==> config.mk <==
export PLATFORM = sky130hd
export DESIGN_NAME = dense1_seq
export DESIGN_NICKNAME = d
export VERILOG_FILES = /design/src/rtl/dense1_seq.sv
export SDC_FILE = /design/constraint.sdc
export NUM_CORES = 1
export LEC_CHECK = 0
export BUFFER_PORTS_ARGS = -buffer_cell sky130_fd_sc_hd__buf_4
export CORE_MARGIN = 1.5
export CORE_UTILIZATION = 23
export DETAILED_ROUTE_END_ITERATION = 10
export PLACE_DENSITY = 0.47
export SLEW_MARGIN = 20
export SYNTH_ARGS = -nofsm -noshare
export SYNTH_HDL_FRONTEND = slang
export SYNTH_SLANG_ARGS = --single-unit
export TNS_END_PERCENT = 50
==> constraint.sdc <==
create_clock -name clk -period 4.07 [get_ports clk]
set_input_delay 0.2035 -clock clk [delete_from_list [all_inputs] [get_ports clk]]
set_output_delay 0.2035 -clock clk [all_outputs]
set_load 0.05 [all_outputs]
==> src/rtl/dense1_seq.sv <==
// dense1_seq -- frame sequencer that streams one input vector from a word
// buffer into a dense layer and checks how many outputs the layer returns.
//
// Ports:
//   clk, rst_n                  clock, asynchronous active-low reset
//   start, abort                frame request / synchronous cancel
//   mem_rd_en, mem_addr         buffer read strobe and address
//   mem_rd_data                 buffer read data (one cycle after mem_rd_en)
//   ena, frame_start_in,
//   frame_end_in, dense_input   word stream into the dense layer
//   valid, frame_end_out        output strobes from the dense layer
//   busy, done, err_count       status: frame active, end pulse, count mismatch
//
// Build option: define DENSE1_SEQ_TIMEOUT_EN to add a DRAIN watchdog that ends
// the frame with an error after 4095 quiet cycles.
module dense1_seq #(
    parameter int N_IN   = 980,
    parameter int N_OUT  = 120,
    parameter int ADDR_W = 12
) (
    input  logic                     clk,
    input  logic                     rst_n,
    input  logic                     start,
    input  logic                     abort,
    output logic                     mem_rd_en,
    output logic [ADDR_W-1:0]        mem_addr,
    input  logic signed [15:0]       mem_rd_data,
    output logic                     ena,
    output logic                     frame_start_in,
    output logic                     frame_end_in,
    output logic signed [15:0]       dense_input,
    input  logic                     valid,
    input  logic                     frame_end_out,
    output logic                     busy,
    output logic                     done,
    output logic                     err_count
);

    // One spare code above N_OUT so a saturated counter can never alias N_OUT.
    localparam int                CNT_W     = $clog2(N_OUT + 2);
    localparam logic [CNT_W-1:0]  CNT_MAX   = {CNT_W{1'b1}};
    localparam logic [CNT_W-1:0]  CNT_EXP   = CNT_W'(N_OUT);
    localparam logic [ADDR_W-1:0] ADDR_LAST = ADDR_W'(N_IN - 1);

    typedef enum logic [1:0] {IDLE, FEED, DRAIN, DONE} state_t;

    state_t             state_q, state_d;
    logic               rd_en_q, rd_en_d;
    logic [ADDR_W-1:0]  addr_q, addr_d;
    // Stage 1 tracks the word whose read data arrives this cycle.
    logic               s1_vld_q, s1_vld_d;
    logic               s1_first_q, s1_first_d;
    logic               s1_last_q, s1_last_d;
    logic               ena_q, ena_d;
    logic               fs_q, fs_d;
    logic               fe_q, fe_d;
    logic signed [15:0] din_q, din_d;
    logic [CNT_W-1:0]   cnt_q, cnt_d;
    logic               err_q, err_d;
    logic               done_q, done_d;

    logic [CNT_W-1:0]   cnt_inc;
    logic [CNT_W-1:0]   cnt_now;

`ifdef DENSE1_SEQ_TIMEOUT_EN
    localparam logic [15:0] WD_LIMIT = 16'd4095;
    logic [15:0] wd_q, wd_d;
`endif

    assign cnt_inc = (cnt_q != CNT_MAX) ? cnt_q + CNT_W'(1) : cnt_q;
    // Count including a valid arriving in the same cycle as frame_end_out.
    assign cnt_now = valid ? cnt_inc : cnt_q;

    always_comb begin
        state_d    = state_q;
        rd_en_d    = rd_en_q;
        addr_d     = addr_q;
        cnt_d      = cnt_q;
        err_d      = err_q;
        done_d     = 1'b0;
        din_d      = din_q;
`ifdef DENSE1_SEQ_TIMEOUT_EN
        wd_d       = 16'd0;
`endif

        // Read pipeline runs independently of the state so the last two
        // words still flow out after the FSM has moved to DRAIN.
        s1_vld_d   = rd_en_q;
        s1_first_d = rd_en_q && (addr_q == '0);
        s1_last_d  = rd_en_q && (addr_q == ADDR_LAST);
        ena_d      = s1_vld_q;
        fs_d       = s1_first_q;
        fe_d       = s1_last_q;
        if (s1_vld_q) din_d = mem_rd_data;

        case (state_q)
            IDLE: begin
                rd_en_d = 1'b0;
                addr_d  = '0;
                if (start) begin
                    state_d = FEED;
                    rd_en_d = 1'b1;
                    cnt_d   = '0;
                    err_d   = 1'b0;
                end
            end
            FEED: begin
                if (valid) cnt_d = cnt_inc;
                if (addr_q == ADDR_LAST) begin
                    state_d = DRAIN;
                    rd_en_d = 1'b0;   // address parks at the last word
                end else begin
                    addr_d = addr_q + ADDR_W'(1);
                end
            end
            DRAIN: begin
                if (valid) cnt_d = cnt_inc;
                if (frame_end_out) begin
                    state_d = DONE;
                    done_d  = 1'b1;
                    if (cnt_now != CNT_EXP) err_d = 1'b1;
                end
`ifdef DENSE1_SEQ_TIMEOUT_EN
                else if (valid) begin
                    wd_d = 16'd0;
                end else begin
                    wd_d = wd_q + 16'd1;
                    if (wd_d == WD_LIMIT) begin
                        state_d = DONE;
                        done_d  = 1'b1;
                        err_d   = 1'b1;
                    end
                end
`endif
            end
            DONE: begin
                state_d = IDLE;
                addr_d  = '0;
            end
            default: state_d = IDLE;
        endcase

        // Abort overrides everything, including a simultaneous start, and
        // leaves the error flag and counter as they were.
        if (abort) begin
            state_d    = IDLE;
            rd_en_d    = 1'b0;
            addr_d     = '0;
            s1_vld_d   = 1'b0;
            s1_first_d = 1'b0;
            s1_last_d  = 1'b0;
            ena_d      = 1'b0;
            fs_d       = 1'b0;
            fe_d       = 1'b0;
            done_d     = 1'b0;
            cnt_d      = cnt_q;
            err_d      = err_q;
`ifdef DENSE1_SEQ_TIMEOUT_EN
            wd_d       = 16'd0;
`endif
        end
    end

    always_ff @(posedge clk or negedge rst_n) begin
        if (!rst_n) begin
            state_q    <= IDLE;
            rd_en_q    <= 1'b0;
            addr_q     <= '0;
            s1_vld_q   <= 1'b0;
            s1_first_q <= 1'b0;
            s1_last_q  <= 1'b0;
            ena_q      <= 1'b0;
            fs_q       <= 1'b0;
            fe_q       <= 1'b0;
            din_q      <= '0;
            cnt_q      <= '0;
            err_q      <= 1'b0;
            done_q     <= 1'b0;
        end else begin
            state_q    <= state_d;
            rd_en_q    <= rd_en_d;
            addr_q     <= addr_d;
            s1_vld_q   <= s1_vld_d;
            s1_first_q <= s1_first_d;
            s1_last_q  <= s1_last_d;
            ena_q      <= ena_d;
            fs_q       <= fs_d;
            fe_q       <= fe_d;
            din_q      <= din_d;
            cnt_q      <= cnt_d;
            err_q      <= err_d;
            done_q     <= done_d;
        end
    end

`ifdef DENSE1_SEQ_TIMEOUT_EN
    always_ff @(posedge clk or negedge rst_n) begin
        if (!rst_n) wd_q <= 16'd0;
        else        wd_q <= wd_d;
    end
`endif

    assign mem_rd_en      = rd_en_q;
    assign mem_addr       = addr_q;
    assign ena            = ena_q;
    assign frame_start_in = fs_q;
    assign frame_end_in   = fe_q;
    assign dense_input    = din_q;
    assign busy           = (state_q != IDLE);
    assign done           = done_q;
    assign err_count      = err_q;

endmodule

## After elaboration in Yosys (flattened, before gate mapping)

Index checks and enable logic that the tools add are counted.

| storage, ports and cells | value |
|---|---|
| bits in registers | 46 |
| bits of input ports | 22 |
| output and inout port bits | 35 |
| word-level logic and storage cells | 74 |

| cells by class | value |
|---|---|
| add/sub/neg operators | 2 |
| eq/ne operators | 13 |
| mux-type cells | 29 |
| bitwise logic cells | 1 |
| reduce and logical (&&, ||, !) cells | 16 |

Operators by type and width:

| operator | number |
|---|---|
| $mux W12 | 2 |
| $pmux W12 S2 | 1 |
| $mux W7 | 3 |
| $mux W1 | 15 |
| $ne A7 B7 Y1 const B | 2 |
| $pmux W7 S2 | 1 |
| $add A12 B1 Y12 const B | 1 |
| $eq A12 B10 Y1 const B | 1 |
| $logic_not A12 Y1 | 1 |
| $ne A3 B3 Y1 const B | 4 |
| $mux W2 | 4 |
| $pmux W2 S4 | 1 |
| $add A7 B1 Y7 const B | 1 |
| $ne A2 B2 Y1 const B | 3 |
| $reduce_and A3 Y1 | 2 |
| $reduce_bool A2 Y1 | 3 |
| $reduce_bool A3 Y1 | 2 |
| $reduce_and A5 Y1 | 1 |
| $eq A2 B2 Y1 const B | 2 |
| $pmux W1 S2 | 2 |
| $reduce_and A2 Y1 | 2 |
| $reduce_or A2 Y1 | 2 |
| $eq A2 B1 Y1 const B | 1 |
| $logic_and A1 B1 Y1 | 2 |
| other kinds (2) | 2 |

## Logic depth before layout (Yosys ltp)

| depth | value |
|---|---|
| depth in word-level cells | 7 |
| gate-level depth with buffers | 7 |
| depth with buffers taken out | 6 |

## Worst setup path before layout

OpenSTA, ideal clock, no wires.

| path | value |
|---|---|
| kind | register -> register |
| start point | reg addr_q[2], in the netlist mem_addr[2] |
| end point | reg state_q[0] |
| arrival | 2.012 ns |
| data required time | 3.971 ns |
| setup slack | 1.958 ns |
| cell stages (with the launch flop) | 5 |
| cells stage by stage | dfrtp_1 or4_4 o41ai_4 a21oi_1 a311oi_1 |

| on the way | value |
|---|---|
| longest elaborated chain between the ends | 3 |

RTL lines:

| element | line | RTL |
|---|---|---|
| start, declared | 49 | `logic [ADDR_W-1:0] addr_q, addr_d;` |
| start signal, assigned | 182 | `addr_q <= addr_d;` |
| $eq A12 B10 Y1 | 109 | `if (addr_q == ADDR_LAST) begin` |
| $ne A3 B3 Y1 (no source line) | -- |  |
| $reduce_and A3 Y1 (no source line) | -- |  |
| end signal, assigned | 180 | `state_q <= state_d;` |
| end, declared | 47 | `state_t state_q, state_d;` |

No other way between the ends.
A chain may end at the register's enable or synchronous reset.

## Worst setup path in the final report

| path | value |
|---|---|
| start point | reg state_q[0] |
| end point | reg addr_q[7], in the netlist mem_addr[7] |

| on the way | value |
|---|---|
| longest elaborated chain between the ends | 4 |

RTL lines:

| element | line | RTL |
|---|---|---|
| $eq A2 B2 Y1 / $logic_not A2 Y1 (equally long branches) | 96 | `case (state_q)` |
| $reduce_or A2 Y1 (no source line) | -- |  |
| $pmux W12 S2 / $reduce_bool A3 Y1 (equally long branches) | -- |  |
| $mux W12 / $reduce_and A2 Y1 (equally long branches) | -- |  |

Several ways; a longest one is shown, not always the timed one.

==> metrics.md <==
| Metric | Value |
|---|---|
| Outcome | `complete, no violations` |
| Layout area overhead | `27.17%` |
| Bufs on Longest Clock Path | `2` |
| Synthesis Warnings | `0` |
| Maximum number of pins on one net before global-route repair | `47` |
| Final worst path period share | `52.87%` |
| TritonCTS Buffers | `5` |
| Kind of end point of the critical path | `register` |
| Via count of the first global-routing pass | `1827` |
| Internal power component | `1006 uW` |
| Total GRT Usage | `10.36%` |
| Leak | `0.001295 uW` |
| Post-CTS resize count | `0` |
| Cell type with the largest total area after synthesis | `sky130_fd_sc_hd__dfrtp_1` |
| Most common library cells after synthesis | `46 x sky130_fd_sc_hd__dfrtp_1, 17 x sky130_fd_sc_hd__mux2_2, 14 x sky130_fd_sc_hd__nor2_1, 12 x sky130_fd_sc_hd__nand2_1, 11 x sky130_fd_sc_hd__inv_1` |
| Post-Route Skew | `12.33 ps` |
| Final Instance Count excl. Fillers | `408` |
| Detailed-route vias per instance | `4.725` |
| Clock root buffer | `sky130_fd_sc_hd__clkbuf_8` |
| GR Overflow Total | `0` |
| Maximum level of the CTS H-tree | `2` |
| Top post-synthesis cells by area | `sky130_fd_sc_hd__dfrtp_1 49%, sky130_fd_sc_hd__mux2_2 8.2%, sky130_fd_sc_hd__ha_1 4.3%` |
| Cell Pwr Density | `625.0 nW/um^2` |
| Horizontal extent of the die | `104.1 um` |
| Row Count | `36` |
| Worst slack on hold paths | `141.1 ps` |
| Clock-pin transition on the worst setup and hold timing paths | `100 ps` |
| Combinational Power Share | `50.5%` |
| Post-Route Setup TNS | `0 ps` |
| Max VDD drop | `0.2595 mV` |
| Max Transition Viols Final | `0` |
| Antenna diodes | `0` |
| Clk network pwr share | `14.7%` |
| Fraction of layout cells with a size suffix above 1 | `32.00%` |
| Post-layout min period | `2152 ps` |
| Post-Syn Area | `2349 um^2` |
| Most used flip-flop cell after synthesis | `sky130_fd_sc_hd__dfrtp_1` |
| DP Wirelength | `3897 um` |
| Number of DRC violations after detailed-routing iteration 0 | `74` |
| Number of distinct library cell variants in the gate-level netlist after synthesis | `45` |
| Worst hold path type | `input port to register` |
| Post-route DRC violation count | `0` |
| Asr flop ratio synth | `100.0%` |
| Initial core utilization | `23.92%` |
| First-pass GRT wire length | `9128 um` |
| Total setup violations reported at the end of the flow | `0` |
| Average cell area after synthesis | `10.63 um^2` |
| Flop pwr share | `34.9%` |
| Kind of start point of the critical path | `register` |
| Peak clock frequency supported by timing | `464.8 MHz` |
| Net total in the final layout | `305` |
| Number of antenna violations at the first check in global routing | `0` |
| WL/cell | `13.57 um` |
| Hold Vio Cnt, Final | `0` |
| Post-Syn Nets | `251` |
| RSZ-0062 raised after global routing | `no` |
| Number of enable-type register cells in the synthesized netlist | `0` |
| Total die area | `10830 um^2` |
| Overall via count from detail_route | `1928` |
| Sinks on Clock Net | `46` |
| Max-Slew Margin vs Limit | `51.98%` |
| P_sw | `860.2 uW` |
| Required @ worst endpoint | `4220 ps` |
| Placed insts | `400` |
| CTS tree | `done` |
| Number of nets with antenna violations after detailed routing | `0` |
| Most frequent cell after synthesis | `sky130_fd_sc_hd__dfrtp_1` |
| Port-buffer cells | `56` |
| Critical Path AT | `2310 ps` |
| Area share of the largest cell type after synthesis | `49.01%` |
| Switching fraction of total power | `46.09%` |
| Class of the most critical setup path | `register to register` |
| Number of register bits inferred by synthesis | `46` |
| Count of mapped cells out of synthesis | `221` |
| Vertical extent of the die | `104.1 um` |
| Routability-driven placement congestion ratio | `0.7142` |
| Number of I/O pins | `57` |
| Core box area | `9819 um^2` |
| Largest driver fanout on the critical path | `13` |
| Actual transition at the worst max-transition pin | `712.7 ps` |
| Sequential area share after synthesis | `49.01%` |
| Total of max-cap violations | `0` |
| DRT Pass-1 Iters | `4` |
| Final WL | `5535 um` |
| Skew-Pair Late Insertion Delay | `300 ps` |
## layout make-up
type                    count  area (um^2)
fillers                  1059         6833
multi-input cells         154         1119
inverters                  11        41.29
clock inverters             2        10.01
well taps                 133        166.4
clock buffers               5        68.82
repair buffers             57        430.4
flip-flops and latches     46         1151
## power by group through the flow
stage | Sequential (uW) | Combinational [uW] | Clock [uW]
2_1_floorplan | 977 | 351 | 0
3_3_place_gp | 659 | 947 | 0
3_5_place_dp | 663 | 949 | 0
4_1_cts | 654 | 953 | 288
5_1_grt | 673 | 1000 | 301
6_report | 651 | 942 | 274
## flip-flops by register name, summed over array words and instances (netlist names)
| register | cells |
|---|---|
| frame_end_in | 1 |
| state_q | 2 |
| mem_rd_en | 1 |
| cnt_q | 7 |
| s1_first_q | 1 |
| mem_addr | 12 |
| frame_start_in | 1 |
| ena | 1 |
| err_count | 1 |
| done | 1 |
| s1_vld_q | 1 |
| dense_input | 16 |
| s1_last_q | 1 |
## critical path, stage by stage (launching register included)
cell	delay, ps
sky130_fd_sc_hd__dfrtp_1	400
sky130_fd_sc_hd__inv_1	100
sky130_fd_sc_hd__ha_1	550
sky130_fd_sc_hd__or3b_2	560
sky130_fd_sc_hd__nand4_1	200
sky130_fd_sc_hd__or3_1	130
sky130_fd_sc_hd__a21oi_1	60
## placed cells by master (no fill, tap or decap), types with 2 or more instances in the layout
master                      count
sky130_fd_sc_hd__xnor2_1        2
sky130_fd_sc_hd__nor4_1         2
sky130_fd_sc_hd__buf_4         56
sky130_fd_sc_hd__mux2i_1        3
sky130_fd_sc_hd__dfrtp_1       46
sky130_fd_sc_hd__nand2_1       12
sky130_fd_sc_hd__nand3_1        8
sky130_fd_sc_hd__nand2b_1       2
sky130_fd_sc_hd__inv_1         11
sky130_fd_sc_hd__a32oi_1        2
sky130_fd_sc_hd__and4_1         2
sky130_fd_sc_hd__nand4_1        9
sky130_fd_sc_hd__a22o_1         2
sky130_fd_sc_hd__and2_1         6
sky130_fd_sc_hd__and3_1         2
sky130_fd_sc_hd__a31oi_1        3
sky130_fd_sc_hd__ha_1           8
sky130_fd_sc_hd__o2bb2ai_1      2
sky130_fd_sc_hd__nor3_1         2
sky130_fd_sc_hd__o22ai_1        2
sky130_fd_sc_hd__clkinv_2       2
sky130_fd_sc_hd__or3_1          4
sky130_fd_sc_hd__nor2b_1        4
sky130_fd_sc_hd__o21a_1         2
sky130_fd_sc_hd__o21ai_0        9
sky130_fd_sc_hd__or4_4          2
sky130_fd_sc_hd__nor2_1        14
sky130_fd_sc_hd__o31ai_1        2
sky130_fd_sc_hd__a41oi_1        3
sky130_fd_sc_hd__clkbuf_8       5
sky130_fd_sc_hd__mux2_2        17
sky130_fd_sc_hd__xor2_1         4
sky130_fd_sc_hd__a21oi_1       10
## cells by family after synthesis
group                      Yosys count  synth area share (%)
AOI/OAI and AO/OA                   44                 13.43
and+or+nand+nor                     76                 18.27
xor gates and xnor gates             6                 2.238
DFF                                 46                 49.01
muxes                               20                 9.430
buffers and inverters               21                 3.357
adders and majority gates            8                 4.262
## routing by layer
layer / wire (um) / track usage, %
met5: 0 / 0
met2: 2686 / 17.41
met4: 59 / 3.968
met3: 268 / 1.754
met1: 2519 / 13.26
## final timing paths
kind,end,depth (start not counted),from,slack [ps]
max,mem_addr[7],6,state_q[0],1920
min,dense_input[13],2,mem_rd_data[13],140
max reg2reg,mem_addr[7],6,state_q[0],1920
min reg2reg,frame_start_in,1,s1_first_q,470
max in group asynchronous,dense_input[0],2,rst_n,3200
min in group asynchronous,done,2,rst_n,450
## through the flow
stage	worst slack, ps	util (%)	cell area [um^2]	total power (uW)
after floorplan	1958	-	2349	1328
after global placement	1971	29.51	2898	1606
after detailed placement	1941	29.51	2898	1612
after CTS	1922	30.42	2987	1894
after global routing	1780	30.42	2987	1975
final	1918	30.42	2987	1867
## timing repair
action / 4_1_cts / 5_1_grt
hold buffers: 1 / 0
setup buffers: 0 / 0
hold endpoints to repair: 46 / 0
Note: power is estimated with default switching activity, not from simulation.
